`src/rtl/wbu_pipe.sv`:
```
// wbu_pipe: registered, handshaked writeback stage.
// Selects the destination value for one instruction at a time. Loads wait for the memory
// response, then get lane-extracted and sign/zero-extended. Drives the register-file write
// port and a one-cycle commit pulse. Every output comes from a flop.
module wbu_pipe #(
    parameter int unsigned XLEN    = 32,
    parameter int unsigned RADDR_W = 5
) (
    input  logic               clk,
    input  logic               rst,
    input  logic               in_valid,
    output logic               in_ready,
    input  logic [XLEN-1:0]    in_pc,
    input  logic [XLEN-1:0]    in_imm,
    input  logic [XLEN-1:0]    in_pc_imm,
    input  logic [XLEN-1:0]    in_snpc,
    input  logic [XLEN-1:0]    in_alu_result,
    input  logic [2:0]         in_sel,
    input  logic [RADDR_W-1:0] in_rd,
    input  logic               in_rd_wen,
    input  logic [1:0]         in_ld_size,
    input  logic               in_ld_unsigned,
    input  logic               mem_rvalid,
    input  logic [XLEN-1:0]    mem_rdata,
    output logic               rf_wen,
    output logic [RADDR_W-1:0] rf_waddr,
    output logic [XLEN-1:0]    rf_wdata,
    output logic               commit_valid,
    output logic [XLEN-1:0]    commit_pc
);

    localparam int unsigned OffW = $clog2(XLEN / 8);

    localparam logic [2:0] SelImm   = 3'd1;
    localparam logic [2:0] SelPcImm = 3'd2;
    localparam logic [2:0] SelSnpc  = 3'd3;
    localparam logic [2:0] SelMem   = 3'd4;

    typedef enum logic [1:0] {
        StIdle,
        StWaitMem,
        StWrite
    } state_e;

    state_e state_q, state_d;

    // Load attributes held while waiting for memory
    logic            rd_wen_q, rd_wen_d;
    logic [1:0]      ld_size_q, ld_size_d;
    logic            ld_unsigned_q, ld_unsigned_d;
    logic [OffW-1:0] ld_off_q, ld_off_d;

    // Output registers
    logic               rf_wen_q, rf_wen_d;
    logic [RADDR_W-1:0] rf_waddr_q, rf_waddr_d;
    logic [XLEN-1:0]    rf_wdata_q, rf_wdata_d;
    logic               commit_valid_q, commit_valid_d;
    logic [XLEN-1:0]    commit_pc_q, commit_pc_d;

    logic            accept;
    logic [XLEN-1:0] sel_value;
    logic [1:0]      size_eff;
    logic [OffW-1:0] lane_mask;
    logic [OffW-1:0] byte_off;
    logic [XLEN-1:0] shifted;
    logic [XLEN-1:0] width_mask;
    logic [XLEN-1:0] sign_mask;
    logic [XLEN-1:0] load_value;

    assign in_ready = (state_q != StWaitMem);
    assign accept   = in_valid && in_ready;

    assign rf_wen       = rf_wen_q;
    assign rf_waddr     = rf_waddr_q;
    assign rf_wdata     = rf_wdata_q;
    assign commit_valid = commit_valid_q;
    assign commit_pc    = commit_pc_q;

    // Non-load result select; unused encodings fall back to the ALU result
    always_comb begin
        sel_value = in_alu_result;
        case (in_sel)
            SelImm:   sel_value = in_imm;
            SelPcImm: sel_value = in_pc_imm;
            SelSnpc:  sel_value = in_snpc;
            default:  sel_value = in_alu_result;
        endcase
    end

    // Load formatting: clear sub-size address bits to find the natural lane, shift it down,
    // then mask to the access width and extend
    always_comb begin
        size_eff = ld_size_q;
        if (XLEN == 32 && ld_size_q == 2'd3) begin
            size_eff = 2'd2;
        end
        lane_mask  = OffW'((32'd1 << size_eff) - 32'd1);
        byte_off   = ld_off_q & ~lane_mask;
        shifted    = mem_rdata >> {byte_off, 3'b000};
        width_mask = {XLEN{1'b1}} >> (XLEN - (32'd8 << size_eff));
        sign_mask  = width_mask ^ (width_mask >> 1);
        load_value = shifted & width_mask;
        if (!ld_unsigned_q && |(shifted & sign_mask)) begin
            load_value = load_value | ~width_mask;
        end
    end

    // Next-state and next-output logic
    always_comb begin
        state_d        = state_q;
        rd_wen_d       = rd_wen_q;
        ld_size_d      = ld_size_q;
        ld_unsigned_d  = ld_unsigned_q;
        ld_off_d       = ld_off_q;
        rf_wen_d       = 1'b0;
        rf_waddr_d     = rf_waddr_q;
        rf_wdata_d     = rf_wdata_q;
        commit_valid_d = 1'b0;
        commit_pc_d    = commit_pc_q;

        case (state_q)
            StWaitMem: begin
                if (mem_rvalid) begin
                    state_d        = StWrite;
                    rf_wdata_d     = load_value;
                    rf_wen_d       = rd_wen_q && (rf_waddr_q != '0);
                    commit_valid_d = 1'b1;
                end
            end
            default: begin
                // Idle and Write both accept; Write drops to Idle when nothing arrives
                state_d = StIdle;
                if (accept) begin
                    rd_wen_d      = in_rd_wen;
                    ld_size_d     = in_ld_size;
                    ld_unsigned_d = in_ld_unsigned;
                    ld_off_d      = in_alu_result[OffW-1:0];
                    rf_waddr_d    = in_rd;
                    commit_pc_d   = in_pc;
                    if (in_sel == SelMem) begin
                        state_d = StWaitMem;
                    end else begin
                        state_d        = StWrite;
                        rf_wdata_d     = sel_value;
                        rf_wen_d       = in_rd_wen && (in_rd != '0);
                        commit_valid_d = 1'b1;
                    end
                end
            end
        endcase
    end

    // State and output registers with synchronous reset
    always_ff @(posedge clk) begin
        if (rst) begin
            state_q        <= StIdle;
            rd_wen_q       <= 1'b0;
            ld_size_q      <= 2'd0;
            ld_unsigned_q  <= 1'b0;
            ld_off_q       <= '0;
            rf_wen_q       <= 1'b0;
            rf_waddr_q     <= '0;
            rf_wdata_q     <= '0;
            commit_valid_q <= 1'b0;
            commit_pc_q    <= '0;
        end else begin
            state_q        <= state_d;
            rd_wen_q       <= rd_wen_d;
            ld_size_q      <= ld_size_d;
            ld_unsigned_q  <= ld_unsigned_d;
            ld_off_q       <= ld_off_d;
            rf_wen_q       <= rf_wen_d;
            rf_waddr_q     <= rf_waddr_d;
            rf_wdata_q     <= rf_wdata_d;
            commit_valid_q <= commit_valid_d;
            commit_pc_q    <= commit_pc_d;
        end
    end

endmodule

```
`config.mk`:
```
export PLATFORM = sky130hd
export DESIGN_NAME = wbu_pipe
export DESIGN_NICKNAME = d
export VERILOG_FILES = /design/src/rtl/wbu_pipe.sv
export SDC_FILE = /design/constraint.sdc
export NUM_CORES = 1
export LEC_CHECK = 0
export ABC_AREA = 1
export BUFFER_PORTS_ARGS = -buffer_cell sky130_fd_sc_hd__buf_2
export CAP_MARGIN = 20
export CORE_MARGIN = 1.5
export CORE_UTILIZATION = 30
export CTS_BUF_LIST = sky130_fd_sc_hd__clkbuf_4
export DETAILED_ROUTE_END_ITERATION = 7
export PLACE_DENSITY_LB_ADDON = 0.08
export SLEW_MARGIN = 20
export SYNTH_ARGS = -nofsm -noshare
export SYNTH_HDL_FRONTEND = slang
export SYNTH_SLANG_ARGS = --single-unit
```
`constraint.sdc`:
```
create_clock -name clk -period 2.68 [get_ports clk]
set_clock_uncertainty 0.1 [all_clocks]
set_input_delay 0.536 -clock clk [delete_from_list [all_inputs] [get_ports clk]]
set_output_delay 0.536 -clock clk [all_outputs]
set_load 0.005 [all_outputs]
```
==> results of run 1 <==
-- final cells by class --
| class | instances | area (µm²) | share of cell area (%) |
|---|---|---|---|
| diodes | 2 | 5.00 | 0.0766 |
| clock buffers | 9 | 67.6 | 1.03 |
| clock inverters | 7 | 86.3 | 1.32 |
| inverters | 52 | 208 | 3.18 |
| multi-input cells | 563 | 2780 | 42.5 |
| flip-flops and latches | 79 | 1580 | 24.2 |
| well taps | 216 | 270 | 4.14 |
| repair buffers | 296 | 1540 | 23.5 |
-- cell usage in the layout (no fill, tap or decap) --
cell | netlist | final
a211oi_1 | 2 | 2
a21oi_1 | 66 | 66
a21oi_2 | 10 | 10
a22oi_1 | 17 | 17
a31oi_1 | 13 | 13
buf_12 | 1 | 1
buf_2 | 17 | 279
buf_4 | 2 | 16
bufinv_16 | 0 | 1
clkbuf_4 | 0 | 9
clkinv_1 | 3 | 3
clkinv_4 | 0 | 1
clkinvlp_4 | 0 | 1
dfxtp_1 | 79 | 79
diode_2 | 0 | 2
inv_1 | 36 | 36
inv_2 | 10 | 10
inv_4 | 2 | 2
inv_6 | 0 | 2
inv_8 | 1 | 3
nand2_1 | 197 | 197
nand2_2 | 13 | 13
nand2_4 | 11 | 11
nand3_1 | 27 | 27
nand3_2 | 3 | 3
nand3_4 | 3 | 3
nand4_1 | 2 | 2
nor2_1 | 101 | 99
nor2_2 | 1 | 2
nor2_4 | 2 | 3
nor2_8 | 2 | 2
nor3_1 | 3 | 3
o211ai_1 | 15 | 15
o21ai_0 | 59 | 59
o21ai_1 | 15 | 15
or2_1 | 1 | 1
-- worst min-delay path, stage by stage --
cell	delay [ns]
buf_2	0.07
o21ai_0	0.07
nor2_1	0.08
-- per-stage QoR --
stage	setup slack [ns]	util [%]	std cells
after floorplan	0.965	-	745
after global placement	0.421	40.1	1206
after detailed placement	0.373	40.1	1206
after CTS	0.467	41.1	1222
after global routing	0.383	41.1	1223
final	0.510	41.1	1224
-- cell families after synthesis --
logic type / count (synthesis)
AOI/OAI and AO/OA: 197
buffers and inverters: 103
DFF: 79
and+or+nand+nor: 366
-- layer usage --
| layer | vias to the layer above | track usage [%] | part of all wire, % |
|---|---|---|---|
| met5 | - | 0 | 0.12 |
| met4 | 4 | 6.98 | 1.1 |
| met3 | 17 | 6.11 | 7.8 |
| met2 | 204 | 40.4 | 50 |
| met1 | 2548 | 24.8 | 40 |
| li1 | 2956 | - | - |
-- final timing paths --
kind         depth (start not counted)  slack [ns]          from       endpoint
max reg2reg                         11        0.56  ld_size_q[1]   rf_wdata[17]
min                                  3        0.20     in_pc[13]  commit_pc[13]
min reg2reg                          2        0.37      rd_wen_q       rd_wen_q
max                                  5        0.51    state_q[0]       in_ready
-- power by group --
| part | leakage (µW) | switching (µW) | internal (µW) | total, µW |
|---|---|---|---|---|
| registers | 0.000654 | 53.8 | 1270 | 1320 |
| logic | 0.00262 | 501 | 356 | 856 |
| clock network | 0.0000810 | 511 | 305 | 817 |
-- registers in the layout, indices dropped and copies added, names as in the netlist --
register	flops
commit_pc	32
rf_wdata	32
rf_waddr	5
ld_off_q	2
ld_size_q	2
state_q	2
commit_valid	1
ld_unsigned_q	1
rd_wen_q	1
rf_wen	1
==> insert_results.sql, run 1 <==
INSERT INTO impl_metrics (metric_group, metric, value, unit) VALUES
('status', 'outcome', 'complete, no violations', ''),
('synth', 'synth_sequential_area_ratio', '32.5', '%'),
('setup_path', 'worstSetupPathType', 'flip-flop to output pin', ''),
('clocking', 'cts.clk_slew.worst_paths', '0.16', 'ns'),
('synth', 'synth.most_common_cell', 'nand2_1', ''),
('setup_path', 'crit_family', 'buffers and inverters', ''),
('layout', 'num-fill-cells', '1789', ''),
('routing', 'vias', '5729', ''),
('synth', 'synth.cells.most_frequent', 'nand2_1, nor2_1, dfxtp_1', ''),
('synth', 'synth-edff-count', '0', ''),
('clocking', 'post_cts.repair.setup_buffers', '0', ''),
('sta', 'clock.fmax', '461', 'MHz'),
('clocking', 'cts.path.max_buffers', '2', ''),
('placement', 'routability_congestion', '0.844', ''),
('synth', 'synth.avg_cell_area', '6.54', 'µm²'),
('sta', 'summed_negative_setup_slack_over_all_endpoints', '0', 'ns'),
('synth', 'synth.lib_cells_used.distinct', '35', ''),
('synth', 'synth_compound_area_share', '23.1', '%'),
('sta', 'final-hold-violation-count', '0', ''),
('synth', 'yosys.area.top_type', 'dfxtp_1', ''),
('synth', 'synth_warnings', '0', ''),
('setup_path', 'critPathRequiredTime', '2.04', 'ns'),
('routing', 'wl_per_cell', '16.0', 'µm'),
('setup_path', 'worst_setup_path_start_kind', 'flip-flop', ''),
('sta', 'timing.final.crit_share', '81.0', '%'),
('synth', 'synth_area_leaders', 'dfxtp_1, nand2_1, nor2_1, a21oi_1, o21ai_0', ''),
('layout', 'layout-drive-gt1-share', '37.0', '%'),
('setup_path', 'timing.critical_path.to_type', 'output pin', ''),
('layout', 'fin_area', '6530', 'µm²'),
('layout', 'final_nets', '1209', ''),
('pwr', 'cell_leakage_power', '0.00335', 'µW'),
('synth', 'synth.ff_latch_count', '79', ''),
('floorplanning', 'coreArea', '15900', 'µm²'),
('placement', 'dpl.hpwl', '15300', 'µm'),
('routing', 'antenna_left', '0', ''),
('placement', 'io_buffers', '279', ''),
('clocking', 'cts.repair.resized', '0', ''),
('synth', 'async_flop_share', '0', '%'),
('synth', 'synth.top_cell.area_share', '32.5', '%'),
('flow_run', 'max_cap_violations', '0', ''),
('routing', 'count_of_tritonroute_iterations_in_the_first_routing_pass', '4', ''),
('layout', 'syn2layout_area_growth', '34.1', '%'),
('grt', 'grt_overflow_total', '0', ''),
('placement', 'placedInstanceArea', '6370', 'µm²'),
('setup_path', 'cp.buffers_inverters', '4', ''),
('grt', 'grt_pass1_wl', '28500', 'µm'),
('setup_path', 'worstPathMaxFanout', '36', ''),
('grt', 'first_global_vias', '5294', ''),
('routing', 'vias_per_cell', '4.68', ''),
('synth', 'synthSimpleGateAreaFrac', '33.7', '%'),
('hold_path', 'hold_class', 'primary input to flip-flop', ''),
('clocking', 'clk_sinks', '79', ''),
('floorplanning', 'start_util', '30.7', '%'),
('synth', 'syn_nets', '953', ''),
('synth', 'synth_area_in_adders', '0', '%'),
('setup_path', 'worstPathCellList', 'inv_1 > nor2_4 > inv_2 > buf_4 > buf_2', ''),
('grt', 'grt_antenna_before_repair', '3', ''),
('grt', 'gr-usage-all-layers', '22.1', '%'),
('synth', 'xor_xnor_fraction_of_synth_area', '0', '%'),
('floorplanning', 'die_area', '17000', 'µm²'),
('pwr', 'report.power.total', '3000', 'µW'),
('pwr', 'max-vdd-ir-drop', '0.250', 'mV'),
('sta', 'rsz0062_at_grt', 'no', ''),
('clocking', 'cts.htree.levels', '3', ''),
('sta', 'slew-limit-headroom', '59.9', '%'),
('setup_path', 'cp_slowest_cell', 'buf_4', ''),
('pwr', 'power-per-cell-area', '459', 'nW/µm²'),
('clocking', 'clkLatencyLatePin', '0.46', 'ns'),
('clocking', 'cts_hold_buffers', '0', ''),
('synth', 'synth_top_family_by_area', 'simple AND/OR/NAND/NOR gates', ''),
('routing', 'drcViolationCount', '0', '');
Note: power is estimated with default switching activity, not from simulation.
==> inputs of run 2 (changes only) <==
- clock period: 2.68 -> 1.78 ns (I/O delays scaled with it)
==> run 2 against run 1 <==
Effect of this change:
- critical path depth increased by 7
- hold slack got worse by 0.18 ns
- routed wire length rose by 1.2%
- sequential power rose by 52%
- die area unchanged
- combinational power grew 75%
- sequential share of layout area shrank 2.2 points
- clock power grew 63%
- via count increased by 3.4%
- sequential cell count stayed put
- critical path type is now flip-flop to flip-flop
- critical endpoint is now rf_wdata[18]
- largest power group unchanged
- highest routed layer is now met4
==> insert_results.sql, run 2 (synthesized netlist as in run 1, its figures left out) <==
INSERT INTO impl_metrics (metric_group, metric, value, unit) VALUES
('layout', 'layout-drive-gt1-share', '40.5', '%'),
('sta', 'timing_worst_slew_pin_value', '0.415', 'ns'),
('layout', 'final_nets', '1261', ''),
('sta', 'hold_slack', '0.0284', 'ns'),
('routing', 'drt_first_iter_violations', '211', ''),
('routing', 'antenna_left', '0', ''),
('clocking', 'clock_root_cell', 'clkbuf_4', ''),
('routing', 'count_of_tritonroute_iterations_in_the_first_routing_pass', '5', ''),
('sta', 'slew-limit-headroom', '72.3', '%'),
('placement', 'detailedPlace.worstSlack', '-0.165', 'ns'),
('setup_path', 'critPathRequiredTime', '2.07', 'ns'),
('clocking', 'clkLatencyLatePin', '0.47', 'ns'),
('pwr', 'comb_power_share', '31.1', '%'),
('floorplanning', 'start_util', '30.7', '%'),
('floorplanning', 'die_w', '130', 'µm'),
('sta', 'summed_negative_setup_slack_over_all_endpoints', '0', 'ns'),
('hold_path', 'hold_class', 'primary input to flip-flop', ''),
('pwr', 'power-per-cell-area', '666', 'nW/µm²'),
('placement', 'placedInstanceArea', '6750', 'µm²'),
('pwr', 'switching_share', '33.7', '%'),
('sta', 'rsz0062_at_grt', 'yes', ''),
('grt', 'grt_pass1_wl', '28700', 'µm'),
('floorplanning', 'io_pins', '280', ''),
('clocking', 'clk_sinks', '79', ''),
('clocking', 'cts.path.max_buffers', '2', ''),
('routing', 'detail_route.wirelength', '19800', 'µm'),
('floorplanning', 'die_h', '130', 'µm'),
('grt', 'grt_overflow_total', '0', ''),
('sta', 'setup_viol', '0', ''),
('sta', 'final_critical_path_setup_slack', '0.0483', 'ns'),
('floorplanning', 'coreArea', '15900', 'µm²'),
('sta', 'timing.final.max_slew_violations', '0', ''),
('layout', 'utilization', '45.6', '%'),
('pwr', 'p_clk_share', '27.5', '%'),
('routing', 'wl_per_cell', '15.5', 'µm'),
('layout', 'multiInputGateArea', '2850', 'µm²'),
('sta', 'clock.fmax', '577', 'MHz'),
('placement', 'routability_congestion', '0.809', ''),
('routing', 'drcViolationCount', '0', ''),
('layout', 'syn2layout_area_growth', '48.6', '%'),
('placement', 'io_buffers', '279', ''),
('grt', 'grt_start_max_net_pins', '50', ''),
('layout', 'fin_area', '7240', 'µm²'),
('floorplanning', 'fp-row-count', '46', ''),
('pwr', 'max-vdd-ir-drop', '0.387', 'mV'),
('sta', 'timing.final.crit_share', '97.3', '%'),
('setup_path', 'worstSetupPathType', 'flip-flop to flip-flop', ''),
('grt', 'grt_antenna_before_repair', '1', ''),
('grt', 'first_global_vias', '5454', ''),
('pwr', 'switchingPower', '1630', 'µW'),
('sta', 'final-hold-violation-count', '0', ''),
('clocking', 'cts_tree', 'done', ''),
('layout', 'final_common_cell', 'buf_2', ''),
('clocking', 'cts.clk_slew.worst_paths', '0.16', 'ns'),
('setup_path', 'timing.critical_path.to_type', 'flip-flop', ''),
('placement', 'dpl.hpwl', '15600', 'µm'),
('sta', 'min_period', '1.73', 'ns'),
('setup_path', 'worstPathMaxFanout', '8', ''),
('grt', 'gr-usage-all-layers', '22.4', '%'),
('status', 'outcome', 'complete, no violations', ''),
('clocking', 'cts.htree.levels', '3', ''),
('routing', 'vias_per_cell', '4.64', ''),
('routing', 'vias', '5921', ''),
('pwr', 'power_frac_seq', '41.4', '%'),
('setup_path', 'worst_setup_path_start_kind', 'flip-flop', ''),
('floorplanning', 'die_area', '17000', 'µm²'),
('layout', 'final_cell_mix', 'buf_2, nand2_1, nor2_1, dfxtp_1, a21oi_1', ''),
('pwr', 'p_int', '3200', 'µW'),
('layout', 'seq_area', '1590', 'µm²'),
('pwr', 'cell_leakage_power', '0.00370', 'µW'),
('clocking', 'cts_inserted_buffers', '9', ''),
('layout', 'num-fill-cells', '1754', ''),
('flow_run', 'max_cap_violations', '0', ''),
('setup_path', 'cp.arrival', '2.02', 'ns');
==> run 2: stage by stage <==
| stage | std cells | power, µW |
|---|---|---|
| floorplan | 745 | 2780 |
| global placement | 1237 | 3470 |
| detailed placement | 1237 | 3470 |
| CTS | 1269 | 4840 |
| global route | 1275 | 5130 |
| finish | 1276 | 4830 |
==> run 2: final cells by class <==
cell class	instances	share of cell area (%)
antenna	2	0.0691
clock buffer	9	0.933
clock inverter	7	1.42
inverter	52	2.90
multi-input combinational	563	39.4
sequential	79	22.0
tap	216	3.73
timing repair buffer	348	29.5
==> run 2: worst max-delay path, stage by stage (launching register included) <==
cell and delay (ns):
dfxtp_4 0.40, nor2_8 0.16, nand2_8 0.10, nand2_2 0.07, nand3_2 0.07, nand2_2 0.09
nand2_2 0.07, nand3_4 0.09, nand3_4 0.12, buf_12 0.17, nand2_1 0.06, nand2_1 0.05
a21oi_1 0.10
==> run 2: worst paths after layout <==
path / from / to / slack (ns) / depth (start not counted)
worst min-delay path: in_pc[31] / commit_pc[31] / 0.03 / 3
worst max register to register: ld_size_q[1] / rf_wdata[18] / 0.05 / 12
worst min register to register: rd_wen_q / rd_wen_q / 0.37 / 2
worst max-delay path: ld_size_q[1] / rf_wdata[18] / 0.05 / 12
==> run 2: power by group through the flow <==
stage               logic (µW)  clock network, µW  registers [µW]
finish                    1500               1330            2000
floorplan                  743                  0            2040
global placement          1430                  0            2030
global route              1660               1450            2020
CTS                       1470               1370            2000
detailed placement        1430                  0            2040
==> run 2: per-layer routing <==
metal,vias up,part of all wire [%],global-route usage [%],wire length [µm]
met5,-,0,0,0
met4,0,1.6,7.30,313
met3,21,8.6,6.92,1710
met2,208,50,41.1,9950
met1,2630,40,24.6,7820
li1,3062,-,-,-
==> run 2: what timing repair did <==
item / CTS / global route
endpoints found under the hold margin: 13 / 0
gates resized for setup: 7 / 23
cloned: 1 / 0
hold buffers: 13 / 0
setup endpoints to repair: 34 / 66
buffers inserted: 2 / 5
pin swaps: 2 / 6
==> inputs of run 3 (changes only) <==
- ABC_AREA: 1 -> default
- CORE_MARGIN: 1.5 -> 2
==> run 3 against run 2 <==
Effect of this change:
- register-to-register slack hardly changed
- synthesized cell count is 23% lower
- sequential share of layout area is 0.67 points higher
- first-iteration DRC count is 36% higher
- maximum frequency is 0.65% lower
- critical path depth is 6 lower
- total power is 5.5% lower
- die area is 2.2% lower
- critical path type unchanged
==> insert_results.sql, run 3 <==
INSERT INTO impl_metrics (metric_group, metric, value, unit) VALUES
('status', 'outcome', 'complete, no violations', ''),
('hold_path', 'timing.hold.worst_endpoint', 'commit_pc[22]', ''),
('synth', 'synth_sequential_area_ratio', '33.7', '%'),
('floorplanning', 'die_area', '16700', 'µm²'),
('hold_path', 'hold_critical_path_depth', '3', ''),
('setup_path', 'r2r_cells', '6', ''),
('layout', 'final_cell_mix', 'buf_2, nand2_1, dfxtp_1, a21oi_1, buf_4', ''),
('sta', 'rsz0062_at_grt', 'yes', ''),
('setup_path', 'timing.critical_path.to_type', 'flip-flop', ''),
('routing', 'antenna_left', '0', ''),
('synth', 'synth.most_common_cell', 'nand2_1', ''),
('sta', 'timing.final.crit_share', '97.9', '%'),
('routing', 'vias', '5589', ''),
('synth', 'yosys.area.top_type', 'dfxtp_1', ''),
('setup_path', 'worst_setup_path_start_kind', 'flip-flop', ''),
('pwr', 'power-per-cell-area', '647', 'nW/µm²'),
('floorplanning', 'die_h', '129', 'µm'),
('pwr', 'cell_leakage_power', '0.00329', 'µW'),
('synth', 'netlist_instances', '574', ''),
('sta', 'timing_worst_slew_pin_value', '0.459', 'ns'),
('layout', 'syn2layout_area_growth', '50.2', '%'),
('setup_path', 'worstSetupPathType', 'flip-flop to flip-flop', ''),
('setup_path', 'r2r_setup_slack', '0.04', 'ns'),
('sta', 'min_period', '1.74', 'ns'),
('routing', 'detail_route.wirelength', '19000', 'µm'),
('floorplanning', 'die_w', '129', 'µm'),
('grt', 'grt_pass1_wl', '28700', 'µm'),
('synth', 'synth.top_cell.area_share', '33.7', '%'),
('setup_path', 'worstPathMaxFanout', '8', ''),
('synth', 'yosys_most_used_dff', 'dfxtp_1', ''),
('placement', 'placedInstanceArea', '6600', 'µm²'),
('setup_path', 'critPathRequiredTime', '2.01', 'ns'),
('clocking', 'cts.clk_slew.worst_paths', '0.14', 'ns'),
('synth', 'synth_area_in_adders', '0', '%'),
('layout', 'num-fill-cells', '1562', ''),
('sta', 'clock.fmax', '574', 'MHz'),
('synth', 'multiplexer_share_of_the_synthesized_area', '11.0', '%'),
('synth', 'xor_xnor_fraction_of_synth_area', '0', '%'),
('synth', 'synthSimpleGateAreaFrac', '18.8', '%'),
('placement', 'dpl.hpwl', '15200', 'µm'),
('clocking', 'cts_tree', 'done', ''),
('synth', 'netlist_area', '4690', 'µm²'),
('grt', 'grt_start_max_net_pins', '38', ''),
('synth', 'synth_top_family_by_area', 'compound AO/OA/AOI/OAI gates', ''),
('hold_path', 'hold_class', 'primary input to flip-flop', ''),
('setup_path', 'cp_slowest_cell', 'dfxtp_4', ''),
('placement', 'io_buffers', '279', ''),
('sta', 'slew-limit-headroom', '69.1', '%'),
('synth', 'synth_compound_area_share', '30.4', '%'),
('synth', 'synth-edff-count', '0', ''),
('routing', 'vias_per_cell', '5.07', ''),
('synth', 'async_flop_share', '0', '%'),
('setup_path', 'r2r-start', 'ld_size_q[0]', ''),
('setup_path', 'worstPathCellList', 'nand2b_4 > mux2i_1 > o21ai_2 > a21oi_4 > buf_12 > a2111oi_2', ''),
('clocking', 'clock_root_cell', 'clkbuf_4', ''),
('clocking', 'cts.htree.levels', '3', ''),
('floorplanning', 'io_pins', '280', ''),
('clocking', 'clk_sinks', '79', ''),
('synth', 'synth.ff_latch_count', '79', ''),
('routing', 'drcViolationCount', '0', ''),
('placement', 'dp_cells', '1074', ''),
('hold_path', 'worst_min_delay_path_startpoint', 'in_pc[22]', ''),
('floorplanning', 'coreArea', '15300', 'µm²'),
('flow_run', 'max_cap_violations', '0', ''),
('routing', 'count_of_tritonroute_iterations_in_the_first_routing_pass', '5', ''),
('placement', 'routability_congestion', '0.845', ''),
('clocking', 'cts_inserted_buffers', '9', ''),
('floorplanning', 'fp-row-count', '45', ''),
('pwr', 'max-vdd-ir-drop', '0.338', 'mV'),
('sta', 'timing.final.max_slew_violations', '0', ''),
('synth', 'synth.cells.most_frequent', 'nand2_1, dfxtp_1, a21oi_1', ''),
('grt', 'grt_antenna_before_repair', '6', ''),
('setup_path', 'cp.arrival', '1.97', 'ns'),
('synth', 'syn_nets', '782', ''),
('synth', 'synth.avg_cell_area', '8.17', 'µm²'),
('grt', 'gr-usage-all-layers', '22.3', '%'),
('layout', 'multiInputGateArea', '2990', 'µm²'),
('grt', 'first_global_vias', '5489', ''),
('layout', 'fin_area', '7040', 'µm²'),
('synth', 'synth_area_leaders', 'dfxtp_1, nand2_1, mux2i_1, a21oi_1, nor2_1', ''),
('grt', 'grt_overflow_total', '0', ''),
('layout', 'final_nets', '1089', ''),
('floorplanning', 'start_util', '30.7', '%'),
('layout', 'final_common_cell', 'buf_2', ''),
('synth', 'synth_warnings', '0', ''),
('setup_path', 'crit_path_max_incr_delay', '0.40', 'ns'),
('setup_path', 'rr_endpoint', 'rf_wdata[12]', ''),
('synth', 'synth.lib_cells_used.distinct', '50', ''),
('clocking', 'clkLatencyLatePin', '0.43', 'ns'),
('routing', 'wl_per_cell', '17.2', 'µm'),
('layout', 'layout-drive-gt1-share', '46.6', '%'),
('layout', 'seq_area', '1600', 'µm²'),
('clocking', 'cts.path.max_buffers', '2', ''),
('layout', 'fin_cells', '1103', ''),
('sta', 'setup_viol', '0', ''),
('sta', 'final-hold-violation-count', '0', ''),
('routing', 'drt_first_iter_violations', '287', '');
[run 3: cell count changes after synthesis, moves of 18 or more]
cell      previous run  this run
a221oi_1             0        18
inv_1               36         7
mux2i_1              0        33
nand2_1            197       125
nand3_1             27         0
nor2_1             101        43
o21ai_0             59         6
[run 3: cells by family (layout without fill, tap and decap cells)]
group	Yosys count	after routing
mux	41	41
compound gates	191	191
other cells	0	6
buf+inv	59	371
flops	79	79
simple gates	204	204
[run 3: how the worst max path moves through the flow]
stage                         to         start  depth (start not counted)  slack, ns
finish              rf_wdata[12]  ld_size_q[0]                          6       0.04
global placement    rf_wdata[13]     in_sel[0]                          7      -0.21
floorplan           rf_wdata[12]     in_sel[0]                          6       0.08
detailed placement  rf_wdata[13]     in_sel[0]                          7      -0.25
CTS                     in_ready    state_q[0]                          5    -0.0006
global route        rf_wdata[12]  ld_size_q[0]                          6      -0.06
[run 3: per-layer routing]
metal | up-vias | share of wire [%] | GRT usage, %
met3 | 20 | 6.1 | 4.67
li1 | 2736 | - | -
met1 | 2637 | 42 | 28.5
met4 | 0 | 2.0 | 7.74
met2 | 196 | 50 | 37.4
met5 | - | 0 | 0
[run 3: repair_timing]
| item | 4_1_cts | 5_1_grt |
|---|---|---|
| gates resized for setup | 16 | 26 |
| setup endpoints to repair | 18 | 28 |
| buffers inserted | 3 | 4 |
| hold buffers | 1 | 0 |
| pin swaps | 0 | 6 |
| endpoints found under the hold margin | 1 | 0 |
[run 3: per-stage QoR]
stage / util [%] / setup TNS (ns) / worst slack [ns] / hold slack (ns) / power, µW
after floorplan: - / 0 / 0.0764 / 0.337 / 2640
after global routing: 46.2 / -0.617 / -0.0637 / 0.00802 / 4820
after detailed placement: 43.3 / -4.91 / -0.254 / 0.338 / 3280
after CTS: 45.0 / -0.000574 / -0.000574 / 0.00159 / 4560
after global placement: 43.3 / -3.63 / -0.206 / 0.333 / 3260
final: 46.2 / 0 / 0.0369 / 0.0367 / 4560
[run 3: cell type report]
cell class | instances | area share, %
antenna | 6 | 0.213
clock buffer | 9 | 0.959
clock inverter | 7 | 1.35
inverter | 9 | 0.480
multi-input combinational | 436 | 42.4
sequential | 79 | 22.7
tap | 211 | 3.75
timing repair buffer | 346 | 28.2
[run 3: critical path: cells and delay by family (launching register included)]
kind	cells	cell delay [ns]
DFF	1	0.40
buffers and inverters	1	0.15
and+or+nand+nor	1	0.16
muxes	1	0.13
AOI/OAI and AO/OA	3	0.69
[run 3: power by group]
group | leakage [µW] | internal [µW] | switching (µW) | total, µW
combinational | 0.00255 | 660 | 673 | 1330
clock | 0.0000880 | 573 | 682 | 1250
sequential | 0.000655 | 1890 | 78.2 | 1970
